<file path="src/rtl/instr_fetch_unit_if.sv">
// rtl/instr_fetch_unit_if.sv - fetch unit bus: PC loop, imem req/ack, decode valid/ready, redirect
interface instr_fetch_unit_if;
  logic [31:0] pc_in;
  logic [31:0] pc_next;
  logic        imem_req;
  logic [31:0] imem_addr;
  logic        imem_ack;
  logic [31:0] imem_rdata;
  logic [31:0] instr;
  logic [31:0] instr_pc;
  logic        instr_valid;
  logic        instr_ready;
  logic        branch_taken;
  logic [31:0] branch_target;
  logic        jump;
  logic [31:0] jump_target;
  logic        fetch_err;
  logic [31:0] fetch_count;

  modport master (
    input  pc_in, imem_ack, imem_rdata, instr_ready,
           branch_taken, branch_target, jump, jump_target,
    output pc_next, imem_req, imem_addr, instr, instr_pc, instr_valid,
           fetch_err, fetch_count
  );

  modport slave (
    output pc_in, imem_ack, imem_rdata, instr_ready,
           branch_taken, branch_target, jump, jump_target,
    input  pc_next, imem_req, imem_addr, instr, instr_pc, instr_valid,
           fetch_err, fetch_count
  );
endinterface

</file>
<file path="src/rtl/instr_fetch_unit.sv">
// rtl/instr_fetch_unit.sv - fetch sequencer: PC -> imem request -> held instruction for decode
module instr_fetch_unit #(
  parameter logic [31:0] PC_STEP = 32'd4
) (
  input  logic              clk,
  input  logic              reset_n,
  instr_fetch_unit_if.master bus
);

  typedef enum logic [1:0] {IDLE, REQ, HOLD, ERR} state_t;

  state_t      state;
  logic [31:0] instr_q;
  logic [31:0] instr_pc_q;
  logic        instr_valid_q;
  logic        fetch_err_q;
  logic [31:0] fetch_count_q;

  logic aligned;
  logic fetch_done;
  logic accept;

  assign aligned    = (bus.pc_in[1:0] == 2'b00);
  assign fetch_done = (state == REQ) && aligned && bus.imem_ack;
  assign accept     = (state == HOLD) && bus.instr_ready;

  assign bus.imem_req    = (state == REQ) && aligned;
  assign bus.imem_addr   = bus.pc_in;
  assign bus.instr       = instr_q;
  assign bus.instr_pc    = instr_pc_q;
  assign bus.instr_valid = instr_valid_q;
  assign bus.fetch_err   = fetch_err_q;
  assign bus.fetch_count = fetch_count_q;

  // The PC register advances on the ack edge, so an accept without redirect just holds it.
  always_comb begin
    bus.pc_next = bus.pc_in;
    if (fetch_done) begin
      bus.pc_next = bus.pc_in + PC_STEP;
    end else if (accept) begin
      if (bus.jump)
        bus.pc_next = bus.jump_target;
      else if (bus.branch_taken)
        bus.pc_next = bus.branch_target;
    end
  end

  always_ff @(posedge clk or negedge reset_n) begin
    if (!reset_n) begin
      state         <= IDLE;
      instr_q       <= 32'd0;
      instr_pc_q    <= 32'd0;
      instr_valid_q <= 1'b0;
      fetch_err_q   <= 1'b0;
      fetch_count_q <= 32'd0;
    end else begin
      case (state)
        IDLE: state <= REQ;
        REQ: begin
          if (!aligned) begin
            fetch_err_q <= 1'b1;
            state       <= ERR;
          end else if (bus.imem_ack) begin
            instr_q       <= bus.imem_rdata;
            instr_pc_q    <= bus.pc_in;
            instr_valid_q <= 1'b1;
            fetch_count_q <= fetch_count_q + 32'd1;
            state         <= HOLD;
          end
        end
        HOLD: begin
          if (bus.instr_ready) begin
            instr_valid_q <= 1'b0;
            state         <= REQ;
          end
        end
        ERR: state <= ERR;
      endcase
    end
  end

endmodule

</file>
<file path="src/flat_wrapper.sv">
// flat-port wrapper written by rule: the top's interface ports become plain ports
module instr_fetch_unit_flat 
#(
  parameter logic [31:0] PC_STEP = 32'd4
)
  (clk, reset_n, bus_pc_in, bus_imem_ack, bus_imem_rdata, bus_instr_ready, bus_branch_taken, bus_branch_target, bus_jump, bus_jump_target, bus_pc_next, bus_imem_req, bus_imem_addr, bus_instr, bus_instr_pc, bus_instr_valid, bus_fetch_err, bus_fetch_count);
  instr_fetch_unit_if bus_i ();
  input  logic clk;
  input  logic reset_n;
  input wire logic [$bits(bus_i.pc_in)-1:0] bus_pc_in;
  input wire logic [$bits(bus_i.imem_ack)-1:0] bus_imem_ack;
  input wire logic [$bits(bus_i.imem_rdata)-1:0] bus_imem_rdata;
  input wire logic [$bits(bus_i.instr_ready)-1:0] bus_instr_ready;
  input wire logic [$bits(bus_i.branch_taken)-1:0] bus_branch_taken;
  input wire logic [$bits(bus_i.branch_target)-1:0] bus_branch_target;
  input wire logic [$bits(bus_i.jump)-1:0] bus_jump;
  input wire logic [$bits(bus_i.jump_target)-1:0] bus_jump_target;
  output wire logic [$bits(bus_i.pc_next)-1:0] bus_pc_next;
  output wire logic [$bits(bus_i.imem_req)-1:0] bus_imem_req;
  output wire logic [$bits(bus_i.imem_addr)-1:0] bus_imem_addr;
  output wire logic [$bits(bus_i.instr)-1:0] bus_instr;
  output wire logic [$bits(bus_i.instr_pc)-1:0] bus_instr_pc;
  output wire logic [$bits(bus_i.instr_valid)-1:0] bus_instr_valid;
  output wire logic [$bits(bus_i.fetch_err)-1:0] bus_fetch_err;
  output wire logic [$bits(bus_i.fetch_count)-1:0] bus_fetch_count;
  assign bus_i.pc_in = bus_pc_in;
  assign bus_i.imem_ack = bus_imem_ack;
  assign bus_i.imem_rdata = bus_imem_rdata;
  assign bus_i.instr_ready = bus_instr_ready;
  assign bus_i.branch_taken = bus_branch_taken;
  assign bus_i.branch_target = bus_branch_target;
  assign bus_i.jump = bus_jump;
  assign bus_i.jump_target = bus_jump_target;
  assign bus_pc_next = bus_i.pc_next;
  assign bus_imem_req = bus_i.imem_req;
  assign bus_imem_addr = bus_i.imem_addr;
  assign bus_instr = bus_i.instr;
  assign bus_instr_pc = bus_i.instr_pc;
  assign bus_instr_valid = bus_i.instr_valid;
  assign bus_fetch_err = bus_i.fetch_err;
  assign bus_fetch_count = bus_i.fetch_count;
  instr_fetch_unit #(.PC_STEP(PC_STEP)) u_core (.clk(clk), .reset_n(reset_n), .bus(bus_i));
endmodule
</file>
<file path="config.mk">
export PLATFORM = sky130hd
export DESIGN_NAME = instr_fetch_unit_flat
export DESIGN_NICKNAME = d
export VERILOG_FILES = /design/src/rtl/instr_fetch_unit_if.sv /design/src/rtl/instr_fetch_unit.sv /design/src/flat_wrapper.sv
export SDC_FILE = /design/constraint.sdc
export NUM_CORES = 1
export LEC_CHECK = 0
export CORE_ASPECT_RATIO = 1.75
export CORE_MARGIN = 4
export CORE_UTILIZATION = 44
export CTS_CLUSTER_DIAMETER = 60
export CTS_CLUSTER_SIZE = 20
export DETAILED_ROUTE_END_ITERATION = 16
export GPL_TIMING_DRIVEN = 1
export PLACE_DENSITY = 0.95
export RECOVER_POWER = 25
export SLEW_MARGIN = 10
export SYNTH_ARGS = -nofsm -noshare
export SYNTH_HDL_FRONTEND = slang
export SYNTH_SLANG_ARGS = --single-unit
</file>
<file path="constraint.sdc">
create_clock -name clk -period 3.69 [get_ports clk]
set_input_delay 0.738 -clock clk [delete_from_list [all_inputs] [get_ports clk]]
set_output_delay 0.738 -clock clk [all_outputs]
set_load 0.02 [all_outputs]
</file>
==> impl_metrics.yaml <==
global_routing:
  grt_pass1_vias: 6719
  grt_pass1_wl_mm: 35.5
  grt-ovfl-total: 0
  antenna_found_initial: 1
  grtUsageTotal: 0.302
  grt_max_degree: 52
die:
  core_um2: 12900
  io_pins: 297
  row_count: 55
  die_h_um: 160
  die_area_um2: 15200
  die_w_um: 95.0
  initial_utilization: 0.451
worst_setup_path:
  slowest_delay_ns: 0.60
  critPathArrivalTime_ns: 2.91
  required_ns: 2.95
  cp_max_fo: 14
  cp-start-kind: "input port"
  path_class: "in -> out"
  crit_path_end_kind: "primary output"
  crit_path_cell_trace: "clkdlybuf4s50_1, or4b_4, o22ai_2, buf_12, o22ai_1, a41oi_1, o31a_1, clkdlybuf4s15_1"
  cpMaxStageDelayCell: "or4b_4"
yosys:
  yosysMostFrequentCell: "nand2_1"
  synth_top_area_cell: "dfrtp_1"
  syn-cell-area_um2: 5830
  synth_cell_types: 62
  synth_top_cell_area_share: 0.429
  syn_inst: 693
  synth_area_leaders: "dfrtp_1 (43%), nand2_1 (14%), xnor2_1 (5.0%)"
  synth_ff_type: "dfrtp_1"
  ys_warn_count: 0
  synth-seq-cells: 100
  synthTopCellsByCount: "nand2_1 (210), dfrtp_1 (100), buf_4 (34)"
  ys_seq_area_frac: 0.429
  synth_fp_nets: 829
  async_flop_share: 1.00
  syn_avg_cell_area_um2: 8.41
  synth_edf_count: 0
min_path:
  hp-class: "reg -> reg"
power_and_ir_drop:
  leakagePower_nw: 4.35
  power_mw: 2.66
  powerDensity_nw_per_um2: 278
  ir_worst_vdd_v: 0.000195
placement:
  postPlaceCellArea_um2: 9240
  post-place-ws_ns: -0.548
  portBuffers: 296
  post-dp-hpwl_mm: 18.7
  gp_congestion: 0.922
sta:
  max_freq_mhz: 274
  worst_slew_pin_slew_ns: 2.71
  finalSetupViolations: 0
  final-max-slew-violation-count: 52
  relSlewSlack: -0.808
  setup_ws_ns: 0.0418
  rsz0062_at_grt: "true"
  finClkSkew_ns: 0.00500
  final_hold_viol_count: 0
  period_minus_slack_ns: 3.65
  finalCritPeriodShare: 0.989
  holdWs_ns: 0.476
detailed_routing:
  drt_iter0_drc: 346
  dr.pass1.iters: 7
  final_antenna_net_count: 0
  routedWlPerCell_um: 19.8
  postRouteWirelength_mm: 23.6
  vias: 6529
  vias_per_cell: 5.49
  drc_errors: 0
layout:
  area_delta_synth_final_pct: 63.9
  design_area_um2: 9560
  finish.net_count: 1149
  final_util: 0.739
  final_layout_size_suffix_gt1_frac: 0.156
  fill_cells: 915
flow_run:
  cap_viol_max_count: 1
cts:
  clkSlewWorstSetupHoldPaths_ns: 0.07
  cts_tree: "done"
  clock_path_buffers: 2
  cts_root_buf: "clkbuf_16"
  cts_inserted_buffers: 9
  clock-sinks: 100
  htreeDepth: 3
  clock_latency_ns: 0.34
status:
  status: "complete, but fails checks"
  violations: "capacitance limit, slew limit"
-- critical path, delay by kind of cell --
family,cells,cell delay [ns]
AO/OA/AOI/OAI,4,0.65
AND/OR/NAND/NOR,1,0.60
buffers and inverters,3,0.92
-- state kept, by name, indices dropped and copies added, names as in the netlist --
register and cells:
u_core.state 2, u_core.bus.instr 32, u_core.bus.instr_pc 32, u_core.bus.fetch_err 1
u_core.bus.fetch_count 32, u_core.bus.instr_valid 1
-- final cells by class --
class	instances	area [um2]	share of cell area
tap	171	214	0.0224
clock buffer	9	225	0.0236
timing repair buffer	382	3610	0.377
sequential	100	2500	0.262
clock inverter	7	57.6	0.00602
multi-input combinational	503	2880	0.301
inverter	17	68.8	0.00720
antenna	1	2.50	0.000262
-- logic make-up (layout without fill, tap and decap cells) --
family	after synthesis	count (layout)	synth area share
compound gates	102	102	0.114
xor+xnor	39	39	0.0586
fa+ha+maj	2	2	0.00429
buf+inv	90	415	0.0888
flops	100	100	0.429
mux	19	19	0.0343
other cells	0	1	0
simple gates	341	341	0.271
-- placed cells by master, fill, tap and decap left out, types with 13 or more instances in the layout --
master	n
nand2_1	210
nor2_1	24
a211oi_1	13
dfrtp_1	100
o21ai_0	25
nand3_1	19
nand4_1	18
xnor2_1	33
clkdlybuf4s50_1	261
inv_1	16
a21oi_1	19
buf_4	80
-- path summary, 6_finish.rpt --
check,start,to,slack [ns],cells after the start
worst max-delay path,bus_pc_in[1],bus_pc_next[27],0.04,8
worst min-delay path,u_core.bus.instr[0],u_core.bus.instr[0],0.48,2
worst max register to register,u_core.bus.fetch_count[3],u_core.bus.fetch_count[31],1.55,5
worst min register to register,u_core.bus.instr[0],u_core.bus.instr[0],0.48,2
max in group asynchronous,reset_n,u_core.state[0],0.58,2
min in group asynchronous,reset_n,u_core.bus.fetch_count[20],1.24,1
-- stage by stage --
step	std cells	TNS, ns
after global routing	1190	-0.0285
after floorplan	693	0
after detailed placement	1171	-10.10
after CTS	1188	-0.0407
after global placement	1171	-8.40
final	1190	0
-- routing by layer --
| metal | part of all wire | vias to the layer above | GRT usage |
|---|---|---|---|
| li1 | - | 2962 | - |
| met1 | 0.33 | 3091 | 0.323 |
| met2 | 0.53 | 378 | 0.536 |
| met3 | 0.074 | 98 | 0.0570 |
| met4 | 0.061 | 0 | 0.180 |
| met5 | 0 | - | 0 |
-- timing repair --
item                       4_1_cts  5_1_grt
setup endpoints to repair       29       21
resized for setup               73       39
hold buffers                     0        0
pin swaps                        3        6
setup buffers                    1        0
cloned                           0        1
-- power breakdown --
group	internal, mW	total [mW]	leakage (nW)	switching [mW]
Combinational	0.304	0.586	2.86	0.282
Clock	0.468	0.926	0.134	0.458
Sequential	1.13	1.14	1.35	0.0182
Total	1.90	2.66	4.35	0.758
Power figures use the tool's default switching activity.
==> RTL edit, RTL diff (same flow settings) <==
Encoding of `state_t`: now Gray code (2 bits for 4 states).
--- a/src/rtl/instr_fetch_unit.sv
+++ b/src/rtl/instr_fetch_unit.sv
@@ -8,5 +8,5 @@
 );
 
-  typedef enum logic [1:0] {IDLE, REQ, HOLD, ERR} state_t;
+  typedef enum logic [1:0] {IDLE = 2'b00, REQ = 2'b01, HOLD = 2'b11, ERR = 2'b10} state_t;
 
   state_t      state;
Function: same outputs for any inputs over 4 cycles, from zero or initial values and one cycle with reset_n low; so few cycles prove little.
==> RTL edit against the original RTL <==
- the run still ends with capacitance limit, slew limit left
- sequential cell count is the same
- critical path depth decreased by 1
- design area rose by 1.2%
- worst setup slack improved by 0.020 ns
- routed wire length shrank 1.1%
- clock skew is 0.0092 ns higher
- synthesized area grew 1.2%
- largest cell class unchanged
Power is not compared: it rests on default switching activity, and its combinational part moved more than twofold at a synthesized area within 25%.
==> RTL edit: results (changes against the original RTL) <==
synth:
  synthAdderAreaFrac: 0.0106  # +0.00631
  synth-compound-area-share: 0.112  # -0.00242
  synth_area_leaders: "dfrtp_1, nand2_1, buf_4, xnor2_1, nand3_1"
  async_reset_ff_frac: 1.00  # unchanged
  syn_nets: 839  # +1.2%
  muxShareOfSynthArea: 0.0331  # -0.00126
  syn_inst: 700  # +1.0%
  yosys-top-cells-count: "nand2_1, dfrtp_1, nor2_1"
  synth_xor_area_frac: 0.0549  # -0.00366
place:
  dp_hpwl_mm: 18.5  # -1.0%
  preCtsSetupSlack_ns: -0.264  # +0.284 ns
timing:
  skew_ns: 0.0142  # +0.00916 ns
  report.final.slew_viol_count: 30  # -42%
  slew_headroom: -0.149  # +0.660
grt:
  grt_pass1_vias: 6839  # +1.8%
  met2_usage: 0.539  # +0.00330
  grt_antenna_before_repair: 0  # -1
  grt_pass1_wl_mm: 35.7  # +0.68%
  grt.total_usage: 0.300  # -0.00223
  met3_usage: 0.0666  # +0.00961
drt:
  vias: 6579  # +0.77%
  vias_per_cell: 5.47  # -0.24%
  dr.pass1.iters: 5  # -2
  wl_per_cell_um: 19.4  # -2.1%
status:
  failed_checks: "capacitance limit, slew limit"
  outcome: "finished with violations"
clock_tree:
  clock_latency_ns: 0.36  # +0.02 ns
setup_path:
  crit_arrival_ns: 2.89  # -0.02 ns
  crit_slowest_cell: "clkdlybuf4s50_1"
job:
  maxCapViolCount: 1  # unchanged
layout:
  n_antenna_cell: 0  # -1
  fillers: 927  # +1.3%
  layout_commonest_cell: "clkdlybuf4s50_1"
floorplan:
  die_w_um: 95.5  # +0.55%
RTL edit: layout make-up:
class / count / area share
Sequential cell: 100 / 0.259
Clock buffer: 9 / 0.0233
Multi-Input combinational cell: 527 / 0.311
Clock inverter: 7 / 0.00945
Inverter: 6 / 0.00233
Tap cell: 171 / 0.0221
Timing Repair Buffer: 382 / 0.373
RTL edit: power by group through the flow:
stage	logic [W]	registers (W)	clock network, W
3_3_place_gp	0.00265	0.00167	0
4_1_cts	0.00269	0.00168	0.00100
2_1_floorplan	0.000798	0.00211	0
3_5_place_dp	0.00271	0.00170	0
5_1_grt	0.00283	0.00173	0.00104
6_report	0.00266	0.00168	0.000987
RTL edit: cell families after synthesis:
| family | Yosys count |
|---|---|
| AND/OR/NAND/NOR | 367 |
| flip-flops | 100 |
| AO/OA/AOI/OAI | 99 |
| buffers and inverters | 73 |
| XOR/XNOR | 37 |
| multiplexers | 19 |
| adder cells (fa/ha/maj) | 5 |
RTL edit: worst paths after layout:
path / startpoint / to / slack, ns / cells after the start
worst max-delay path: bus_branch_taken / bus_pc_next[4] / 0.06 / 7
worst min-delay path: u_core.bus.instr_pc[2] / u_core.bus.instr_pc[2] / 0.48 / 2
worst max register to register: u_core.state[1] / u_core.bus.fetch_count[20] / 1.09 / 8
worst min register to register: u_core.bus.instr_pc[2] / u_core.bus.instr_pc[2] / 0.48 / 2
max in group asynchronous: reset_n / u_core.bus.instr_pc[6] / 0.95 / 2
min in group asynchronous: reset_n / u_core.bus.fetch_err / 0.83 / 1
RTL edit: repair_timing:
action                                  CTS  global route
buffers inserted                          0             0
endpoints found under the setup margin   22            17
resized for setup                        22            27
gates cloned                              0             0
pin swaps                                 0             2
hold endpoints to repair                  0             0
RTL edit: per-stage QoR:
step                area (um2)  hold WS, ns
floorplan                 5900        0.442
global placement          9380        0.456
detailed placement        9380        0.458
CTS                       9680        0.325
global route              9670        0.501
finish                    9670        0.476
RTL edit: per-layer routing:
layer  wire length, um  vias up
met5                 0        -
met4              1100        0
met3              1670       78
met2             12300      343
met1              8230     3133
li1                  -     3025
RTL edit: worst register-to-register path, stage by stage (launching register included):
cell	delay, ns
dfrtp_1	0.42
inv_1	0.07
ha_1	0.31
and4bb_4	0.33
buf_4	0.34
nand3_2	0.18
nor4_4	0.53
nand3_1	0.17
xnor2_1	0.15
